===== src/rtl/elevator_sched.sv =====
// Single-car elevator scheduler: latches floor calls, sequences travel steps
// and door time, and keeps going in the current direction while calls remain.
module elevator_sched #(
  parameter int n        = 6,
  parameter int MOVE_CYC = 4,
  parameter int DOOR_CYC = 8
) (
  input  logic         clk,
  input  logic         reset,
  input  logic [n-1:0] req,
  input  logic [n-1:0] cur_floor,
  output logic         count_up,
  output logic         count_down,
  output logic         door_open,
  output logic [n-1:0] pending,
  output logic         dir_up,
  output logic         fault
);

  localparam logic [7:0] MOVE_LAST = 8'(MOVE_CYC - 1);
  localparam logic [7:0] DOOR_LAST = 8'(DOOR_CYC - 1);

  typedef enum logic [2:0] {IDLE, UP, DOWN, CHECK, DOOR} state_t;

  state_t       state, state_d;
  logic [7:0]   tmr, tmr_d;
  logic         dir_d;
  logic         count_up_d, count_down_d, door_open_d;
  logic [n-1:0] pending_d;
  logic [n-1:0] below_mask, above_mask, clr;
  logic         hit, any_above, any_below;

  // Floor masks relative to the one-hot position; fault when it is not one-hot
  always_comb begin
    below_mask = cur_floor - n'(1);
    above_mask = ~(below_mask | cur_floor);
    fault      = (cur_floor == '0) || ((cur_floor & below_mask) != '0);
    hit        = (pending & cur_floor) != '0;
    any_above  = (pending & above_mask) != '0;
    any_below  = (pending & below_mask) != '0;
  end

  // Next state, timer, direction and registered-output values
  always_comb begin
    state_d = state;
    tmr_d   = tmr;
    dir_d   = dir_up;
    if (!fault) begin
      case (state)
        IDLE: begin
          if (hit) begin
            state_d = DOOR;
            tmr_d   = '0;
          end else if (any_above && (dir_up || !any_below)) begin
            state_d = UP;
            dir_d   = 1'b1;
            tmr_d   = '0;
          end else if (any_below) begin
            state_d = DOWN;
            dir_d   = 1'b0;
            tmr_d   = '0;
          end
        end
        UP, DOWN: begin
          if (tmr == MOVE_LAST) begin
            state_d = CHECK;
            tmr_d   = '0;
          end else begin
            tmr_d = tmr + 8'd1;
          end
        end
        CHECK: begin
          tmr_d = '0;
          if (hit) begin
            state_d = DOOR;
          end else if (dir_up && any_above) begin
            state_d = UP;
          end else if (!dir_up && any_below) begin
            state_d = DOWN;
          end else if (any_below) begin
            state_d = DOWN;
            dir_d   = 1'b0;
          end else if (any_above) begin
            state_d = UP;
            dir_d   = 1'b1;
          end else begin
            state_d = IDLE;
          end
        end
        DOOR: begin
          if (tmr == DOOR_LAST) begin
            state_d = IDLE;
            tmr_d   = '0;
          end else begin
            tmr_d = tmr + 8'd1;
          end
        end
        default: begin
          state_d = IDLE;
          tmr_d   = '0;
        end
      endcase
    end
    // Step pulse only in the last travel cycle, never past an end floor
    count_up_d   = (state_d == UP) && (tmr_d == MOVE_LAST) && !fault && !cur_floor[n-1];
    count_down_d = (state_d == DOWN) && (tmr_d == MOVE_LAST) && !fault && !cur_floor[0];
    door_open_d  = (state_d == DOOR);
    clr          = (state == DOOR) ? cur_floor : '0;
    pending_d    = (pending | req) & ~clr;
  end

  // State and output registers
  always_ff @(posedge clk or posedge reset) begin
    if (reset) begin
      state      <= IDLE;
      tmr        <= '0;
      pending    <= '0;
      count_up   <= 1'b0;
      count_down <= 1'b0;
      door_open  <= 1'b0;
      dir_up     <= 1'b1;
    end else begin
      state      <= state_d;
      tmr        <= tmr_d;
      pending    <= pending_d;
      count_up   <= count_up_d;
      count_down <= count_down_d;
      door_open  <= door_open_d;
      dir_up     <= dir_d;
    end
  end

endmodule


===== config.mk =====
export PLATFORM = sky130hd
export DESIGN_NAME = elevator_sched
export DESIGN_NICKNAME = d
export VERILOG_FILES = /design/src/rtl/elevator_sched.sv
export SDC_FILE = /design/constraint.sdc
export NUM_CORES = 1
export LEC_CHECK = 0
export CORE_ASPECT_RATIO = 1.4
export CORE_MARGIN = 5
export CORE_UTILIZATION = 53
export CTS_CLUSTER_SIZE = 20
export DETAILED_ROUTE_END_ITERATION = 12
export GPL_TIMING_DRIVEN = 0
export PLACE_DENSITY = 0.9
export SLEW_MARGIN = 20
export SYNTH_ARGS = -nofsm -noshare
export SYNTH_HDL_FRONTEND = slang
export SYNTH_SLANG_ARGS = --single-unit

===== constraint.sdc =====
create_clock -name clk -period 3.34 [get_ports clk]
set_input_delay 0.334 -clock clk [delete_from_list [all_inputs] [get_ports clk]]
set_output_delay 0.334 -clock clk [all_outputs]
set_load 0.05 [all_outputs]

# ---- After elaboration in Yosys (flattened, before gate mapping)
# Index checks and enable logic that the tools add are counted.
dict set report word_totals {
  output_inout_bits 11
  in_bits 14
  wordCells 89
  regBits 21
}
dict set report classes {
  eq_ne 16
  add_sub_neg 2
  n_mux 29
  n_bitwise 10
  n_reduce_logical 25
}
# cell n
set op_table {}
lappend op_table {{2-to-1 mux 8 bit} 6}
lappend op_table {{bitwise AND 6 bit} 5}
lappend op_table {{one-hot mux 8 bit (3 select lines)} 1}
lappend op_table {{nonzero test 6 bit} 4}
lappend op_table {{2-to-1 mux 3 bit} 7}
lappend op_table {{equality test 8 x 2 -> 1 bit, second input constant} 2}
lappend op_table {{inverter 6 bit} 2}
lappend op_table {{OR 6 bit} 2}
lappend op_table {{one-hot mux 3 bit (4 select lines)} 1}
lappend op_table {{equality test 3 x 2 -> 1 bit, second input constant} 3}
lappend op_table {{logical AND 1 bit} 9}
lappend op_table {{2-to-1 mux 1 bit} 9}
lappend op_table {{adder 8 x 1 -> 8 bit, second input constant} 1}
lappend op_table {{equality test 8 x 3 -> 1 bit, second input constant} 1}
lappend op_table {{!= test 2 bit, second input constant} 4}
lappend op_table {{AND reduction 8 bit} 1}
lappend op_table {{equality test 3 x 1 -> 1 bit, second input constant} 2}
lappend op_table {{equality test 3 bit, second input constant} 2}
lappend op_table {{zero test 6 bit} 1}
lappend op_table {{2-to-1 mux 2 bit} 3}
lappend op_table {{2-to-1 mux 6 bit} 1}
lappend op_table {{!= test 3 bit, second input constant} 2}
lappend op_table {{subtractor 6 x 1 -> 6 bit, second input constant} 1}
lappend op_table {{zero test 1 bit} 5}
lappend op_table {{6 further kinds} 7}

# ---- Depth between registers and ports, before layout
# Gate-level depths: netlist of run 1.
dict set report depth {
  ltp_word 16
  depth_mapped 12
  mapped_depth_nobuf 11
}

# ---- Worst setup path after synthesis of run 1
# Ideal clock, no wire load.
dict set report synth_timing {
  path_kind {input -> register}
  startpoint {input cur_floor[0]}
  endpoint {register count_up}
  n_path_buf 1
  path_slack_ps 193
  cell_stages 12
  setup_ps 96
  t_required_ps 3244
  t_arrival_ps 3051
  path_cell_list {inv_1 > nand3_1 > or3_1 > ha_1 > or4_4 > a211oi_4 > inv_2 > buf_2 > nand2_1 > o311ai_0 > or4_4 > nor4_2}
}
dict set report synth_between {
  word_cells_on_any_way 39
  classes_between {1 x add/sub; 2 x eq/ne; 15 x mux; 6 x bitwise; 15 x reduce/logical}
}
# item line
set synth_rtl {}
lappend synth_rtl {{from (decl)} 11} ;# input logic [n-1:0] cur_floor,
lappend synth_rtl {{subtractor 6 x 1 -> 6 bit} 35} ;# below_mask = cur_floor - n'(1);
lappend synth_rtl {{bitwise AND 6 bit} 37} ;# fault = (cur_floor == '0) || ((cur_floor & below_mask) != '0);
lappend synth_rtl {{nonzero test 6 bit} 37}
lappend synth_rtl {{logical OR 1 bit *} 37}
lappend synth_rtl {{via fault} 17} ;# output logic fault
lappend synth_rtl {{2-to-1 mux 8 bit / 2-to-1 mux 3 bit (equally long branches)} 48} ;# if (!fault) begin
lappend synth_rtl {{equality test 8 x 2 -> 1 bit / equality test 3 x 1 -> 1 bit (equally long branches)} 105} ;# count_up_d = (state_d == UP) && (tmr_d == MOVE_LAST) && !fault && !cur_floor[n-1];
lappend synth_rtl {{logical AND 1 bit} 105}
lappend synth_rtl {{logical AND 1 bit * (2 in a row)} 105}
lappend synth_rtl {{via count_up_d} 28} ;# logic count_up_d, count_down_d, door_open_d;
lappend synth_rtl {{to (signal assigned)} 126} ;# count_up <= count_up_d;
lappend synth_rtl {{to (decl)} 12} ;# output logic count_up,
# Mark *: on every way through the listed nets, which the timed path passes. The rest lies on a longest branch.
# A chain may end at the register's enable or synchronous reset.

# ---- Final worst setup path of run 1
dict set report layout_timing {
  startpoint {input cur_floor[0]}
  endpoint {register count_up}
}
dict set report layout_between {
  word_cells_on_any_way 39
  classes_between {1 x add/sub; 2 x eq/ne; 15 x mux; 6 x bitwise; 15 x reduce/logical}
}
# item line
set layout_rtl {}
lappend layout_rtl {{subtractor 6 x 1 -> 6 bit} 35}
lappend layout_rtl {{OR 6 bit / bitwise AND 6 bit (equally long branches)} {36, 40}}
lappend layout_rtl {{inverter 6 bit / nonzero test 6 bit (equally long branches)} {36, 40}}
lappend layout_rtl {{bitwise AND 6 bit / zero test 1 bit (equally long branches)} {39, 54}}
lappend layout_rtl {{nonzero test 6 bit / logical OR 1 bit (equally long branches)} {39, 54}}
lappend layout_rtl {{logical AND 1 bit} 54} ;# end else if (any_above && (dir_up || !any_below)) begin
lappend layout_rtl {{2-to-1 mux 8 bit} 54}
lappend layout_rtl {{2-to-1 mux 8 bit} 51} ;# if (hit) begin
lappend layout_rtl {{one-hot mux 8 bit (3 select lines)} 49} ;# case (state)
lappend layout_rtl {{2-to-1 mux 8 bit *} 48}
lappend layout_rtl {{via tmr_d[3]} 26} ;# logic [7:0] tmr, tmr_d;
lappend layout_rtl {{equality test 8 x 2 -> 1 bit *} 105}
lappend layout_rtl {{logical AND 1 bit * (3 in a row)} 105}
lappend layout_rtl {{via count_up_d} 28}
# Marked as above.

==> flow_metrics.tcl, run 1 <==
set metrics [dict create \
    outcome "finished, final reports clean" \
    cts_tree "yes" \
    firstDrtPassIters 4 \
    grt_pass1_vias 1646 \
    finClkSkew_ns 0.00241 \
    clk-insertion-delay-late_ns 0.27 \
    antenna_cells 0 \
    worstMarginPinSlew_ns 0.828 \
    irDropWorstVdd_mv 0.399 \
    core_sq_um 2850 \
    path_class "input port to flop" \
    hold_viol_final 0 \
    fmax_mhz 308 \
    end_kind "flop" \
    finalMaxSlewViolations 0 \
    cap_violations 0 \
    crit_arrival_ns 3.42 \
    die-height_um 74.4 \
    wl_per_cell_um 18.1 \
    yosys_register_bits 21 \
    die_w_um 56.0 \
    synth_fp_nets 197 \
    drt-total-wl_um 4370 \
    leakagePower_nw 0.829 \
    clk_pin_slew_ns 0.08 \
    dp_cells 232 \
    synth_flop_cell "dfrtp_1" \
    initial_core_util_pct 55.1 \
    grt_usage_pct 22.0 \
    portBuffers 24 \
    overflow 0 \
    dpl_cell_area_sq_um 1860 \
    worstPathMaxFanout 6 \
    final.period_utilization_pct 97.3 \
    cp-start-kind "input port" \
    cts-htree-levels 1 \
    hold_class "input port to flop" \
    final_common_cell "dfrtp_1" \
    async_flop_share_pct 100 \
    avgSynthCellArea_sq_um 9.18 \
    final_cell_mix "dfrtp_1 (20), clkdlybuf4s50_1 (18), nand2_1 (13), nor2_1 (13)" \
    power_density_nw_per_um2 485 \
    boundaryPins 25 \
    final_cell_count_no_fill 241 \
    rows 23 \
    via_per_inst 6.33 \
    yosys_warnings 0 \
    drive_gt1_share_pct 16.7 \
    vias 1525 \
    grt_start_max_net_pins 22 \
    synth-seq-area-share_pct 33.6 \
    syn_area_sq_um 1570 \
    die-area_sq_um 4160 \
    antenna_found_initial 0 \
    synthCells 171 \
    drtIter0Drc 56 \
    cts_num_sinks 21 \
    cts_root_buffer "clkbuf_8" \
    required_ns 3.51 \
    final_area_sq_um 1970 \
    routabilityCongestion 0.883 \
    relSlewSlack_pct 44.7 \
    ys_types 57 \
    period_minus_slack_ns 3.25 \
    grt_pass1_wl_um 7210 \
    final_antenna_net_count 0 \
    cts_buffers 3 \
    clock_path_buffers 2 \
    setup_viol 0 \
    holdWs_ns 0.457 \
    hpwlAfterDp_um 3060 \
    synth_edf_count 0 \
    finish.net_count 231 \
    drc 0 \
    syn2layout_area_growth_pct 25.7 \
]
==> area by class of cell <==
| type | instances | area (sq um) |
|---|---|---|
| plain buffers | 6 | 37.5 |
| clock buffers | 4 | 45.0 |
| fillers | 201 | 877 |
| inverters | 15 | 58.8 |
| multi-input cells | 128 | 980 |
| flip-flops and latches | 21 | 527 |
| well taps | 37 | 46.3 |
| repair buffers | 30 | 278 |
==> Yosys cell counts, types with 2 or more instances <==
library cell,n,area (sq um)
nor2_1,13,48.8
or3_1,2,12.5
nor4b_4,2,47.6
o21ai_0,8,40.0
o2bb2ai_1,2,17.5
nor3_1,5,25.0
clkbuf_1,3,11.3
a21boi_0,2,15.0
nand3_1,4,20.0
and3_1,3,18.8
a22o_2,3,30.0
a22oi_1,6,45.0
and2_1,2,12.5
inv_1,14,52.6
ha_1,12,150
a31oi_1,2,12.5
nand2_1,13,48.8
or2b_2,2,17.5
dfrtp_1,20,500
a211oi_1,2,15.0
or4_4,2,22.5
nand4b_1,2,17.5
a21oi_1,10,50.1
nand4_1,2,12.5
nor3b_1,3,22.5
==> flip-flops by register name (all words and copies together), names as in the netlist <==
name        cells
pending         6
dir_up          1
count_down      1
count_up        1
state           3
tmr             8
door_open       1
==> power by group <==
part	switching [mW]	internal, mW	total, mW
sequential	0.0505	0.298	0.349
combinational	0.260	0.173	0.434
clock	0.0886	0.0853	0.174
total	0.400	0.557	0.956
==> logic make-up (layout without fill, tap and decap cells) <==
| kind of cell | count (synthesis) | in the layout | synth area share, % |
|---|---|---|---|
| compound gates | 51 | 51 | 24.6 |
| fa+ha+maj | 13 | 13 | 10.2 |
| buf+inv | 22 | 55 | 6.30 |
| xor+xnor | 1 | 1 | 0.558 |
| simple gates | 63 | 63 | 24.8 |
| flops | 21 | 21 | 33.6 |
==> final timing paths <==
path | slack, ns | startpoint | depth (start not counted) | endpoint
min in group asynchronous | 0.52 | reset | 2 | count_up
max | 0.09 | cur_floor[0] | 12 | count_up
min | 0.46 | cur_floor[1] | 2 | pending[1]
min reg2reg | 0.55 | tmr[1] | 1 | tmr[1]
max reg2reg | 0.58 | tmr[0] | 8 | count_up
max in group asynchronous | 2.30 | reset | 2 | tmr[6]
==> repair_timing <==
| item | CTS | global route |
|---|---|---|
| setup endpoints to repair | 6 | 3 |
| hold buffers | 0 | 0 |
| gates resized for setup | 11 | 4 |
| setup buffers | 5 | 1 |
| pin swaps | 2 | 1 |
==> layer usage <==
layer / vias up / GRT usage (%) / wire length, um
met1: 724 / 21.9 / 1600
met4: 0 / 15.0 / 246
met3: 28 / 3.47 / 215
met2: 72 / 42.0 / 2310
met5: - / 0 / 0
li1: 701 / - / -
==> critical path, stage by stage <==
cell and delay, ns:
dlygate4sd2_1 0.30, inv_1 0.14, nand3_2 0.11, or3_4 0.35, ha_1 0.19, or4_4 0.45, a211oi_4 0.22, buf_4 0.19
o31ai_4 0.10, a22o_1 0.27, or4_4 0.53, nor4_2 0.23
==> stage by stage <==
stage | setup slack (ns) | utilization (%) | setup TNS, ns | total power, mW
after floorplan | 0.193 | - | 0 | 0.632
after global placement | -0.714 | 65.1 | -3.54 | 0.740
after detailed placement | -0.752 | 65.1 | -4.08 | 0.761
after CTS | 0.0653 | 68.3 | 0 | 0.941
after global routing | -0.0139 | 69.2 | -0.0139 | 1.01
final | 0.0892 | 69.2 | 0 | 0.956
No activity file was read; power rests on OpenSTA's default activity.
==> run 2: changes to the inputs <==
CTS_CLUSTER_DIAMETER = 150   (was default)
GPL_TIMING_DRIVEN = default   (was 0)
==> run 2 against run 1 <==
  * Clock-buffer cell count did not move
  * Combinational power fell by 1%
  * Routed wire length rose by 5.3%
  * Critical endpoint unchanged
  * Highest routed layer unchanged
==> flow_metrics.tcl, run 2 (synthesis gave the netlist of run 1 again) <==
set metrics [dict create \
    setup_slack_ns 0.0833 \
    final_common_cell "buf_4" \
    rows 23 \
    cts_tree "yes" \
    final_cell_count_no_fill 258 \
    post-place-ws_ns -0.233 \
    core_sq_um 2850 \
    clock_path_buffers 2 \
    drtIter0Drc 74 \
    hold_class "input port to async pin" \
    setup_viol 0 \
    grt_usage_pct 22.4 \
    grt_pass1_vias 1691 \
    relSlewSlack_pct 44.0 \
    routabilityCongestion 0.928 \
    outcome "finished, final reports clean" \
    antenna_cells 0 \
    final_antenna_net_count 0 \
    required_ns 3.50 \
    period_minus_slack_ns 3.26 \
    boundaryPins 25 \
    largest_reg_flops 8 \
    cp-start-kind "input port" \
    worstPathMaxFanout 4 \
    grt_pass1_wl_um 7360 \
    portBuffers 24 \
    irDropWorstVdd_mv 0.325 \
    cts_buffers 3 \
    hpwlAfterDp_um 3550 \
    finish.net_count 248 \
    final.period_utilization_pct 97.5 \
    drc 0 \
    vias 1627 \
    via_per_inst 6.31 \
    worstMarginPinSlew_ns 0.839 \
    finalMaxSlewViolations 0 \
    power_frac_comb_pct 44.7 \
    finalSetupTns_ns 0 \
    cap_violations 0 \
    sw_frac_of_total_pct 41.2 \
    crit_arrival_ns 3.42 \
    top_regs "tmr (8), pending (6), state (3)" \
    power.switching_mw 0.395 \
    initial_core_util_pct 55.1 \
    grt_start_max_net_pins 22 \
    drive_gt1_share_pct 23.1 \
    die-height_um 74.4 \
    seqPwrFrac_pct 38.2 \
    die_w_um 56.0 \
    fmax_mhz 307 \
    cts-htree-levels 1 \
    clk_pin_slew_ns 0.07 \
    cts_num_sinks 21 \
    power_density_nw_per_um2 457 \
    die-area_sq_um 4160 \
    hold_viol_final 0 \
    final_cell_mix "buf_4 (30), clkdlybuf4s50_1 (23), dfrtp_1 (20)" \
    cts_root_buffer "clkbuf_8" \
    finClkSkew_ns 0.00338 \
    rr_worst_depth 7 \
    overflow 0 \
    antenna_found_initial 0 \
    clkPwrFrac_pct 17.1 \
    syn2layout_area_growth_pct 33.8 \
    end_kind "flop" \
    drt-total-wl_um 4600 \
    leakagePower_nw 0.905 \
    dp_cells 253 \
    regMostFlops "tmr" \
    internal_power_mw 0.564 \
    total_power_mw 0.959 \
    path_class "input port to flop" \
    firstDrtPassIters 4 \
    clk-insertion-delay-late_ns 0.26 \
    wl_per_cell_um 17.8 \
    nFillCells 183 \
]
## run 2: changes by cell type in the layout (fill, tap and decap cells not counted), sizes merged
cell / previous run / this run
clkbuf: 8 / 4
dlygate4sd2: 6 / 0
buf: 7 / 30
dlygate4sd3: 1 / 0
clkdlybuf4s50: 18 / 23
## run 2: path summary, 6_finish.rpt
path / startpoint / to / slack, ns
setup / recovery: cur_floor[0] / count_up / 0.08
hold / removal: reset / pending[0] / 0.54
setup reg to reg: tmr[0] / count_up / 0.62
hold reg to reg: dir_up / dir_up / 0.54
max in group asynchronous: reset / count_down / 2.28
min in group clk: dir_up / dir_up / 0.54
## run 2: what timing repair did
item,CTS,global route
endpoints found under the setup margin,0,2
setup buffers,0,1
hold buffers,0,0
gates resized for setup,0,4
endpoints found under the hold margin,0,0
## run 2: layer usage
layer | wire length [um] | vias to the layer above | global-route usage, %
li1 | - | 737 | -
met1 | 1550 | 780 | 21.5
met2 | 2530 | 83 | 42.8
met3 | 244 | 27 | 4.17
met4 | 269 | 0 | 15.8
met5 | 0 | - | 0
## run 2: power groups by stage
stage,Sequential (mW),Combinational (mW),Clock [mW]
after floorplan,0.396,0.236,0
after global placement,0.363,0.387,0
after detailed placement,0.367,0.409,0
after CTS,0.363,0.411,0.169
after global routing,0.374,0.460,0.184
final,0.366,0.429,0.164
## run 2: area by class of cell
type	count	area, sq um	area share [%]
flip-flops and latches	21	527	25.1
inverters	15	56.3	2.68
repair buffers	53	455	21.7
multi-input cells	128	970	46.2
well taps	37	46.3	2.21
clock buffers	4	45.0	2.15
## run 2: stage by stage
stage          instance area (sq um)  hold WS (ns)  util (%)
5_1_grt                         2100         0.571      73.7
3_5_place_dp                    2020         0.538      70.9
6_report                        2100         0.542      73.7
2_1_floorplan                   1570         0.310         -
4_1_cts                         2070         0.554      72.5
3_3_place_gp                    2020         0.519      70.9
## run 2: critical path, cell delays in order
cell and delay (ns):
clkdlybuf4s50_1 0.49, inv_1 0.07, buf_4 0.14, ha_1 0.20, buf_4 0.14, nand3_1 0.11
ha_1 0.24, a22oi_1 0.28, nand4_1 0.23, o31ai_4 0.34, buf_4 0.18, o2bb2ai_1 0.13
nand4b_1 0.23, nor4_4 0.31
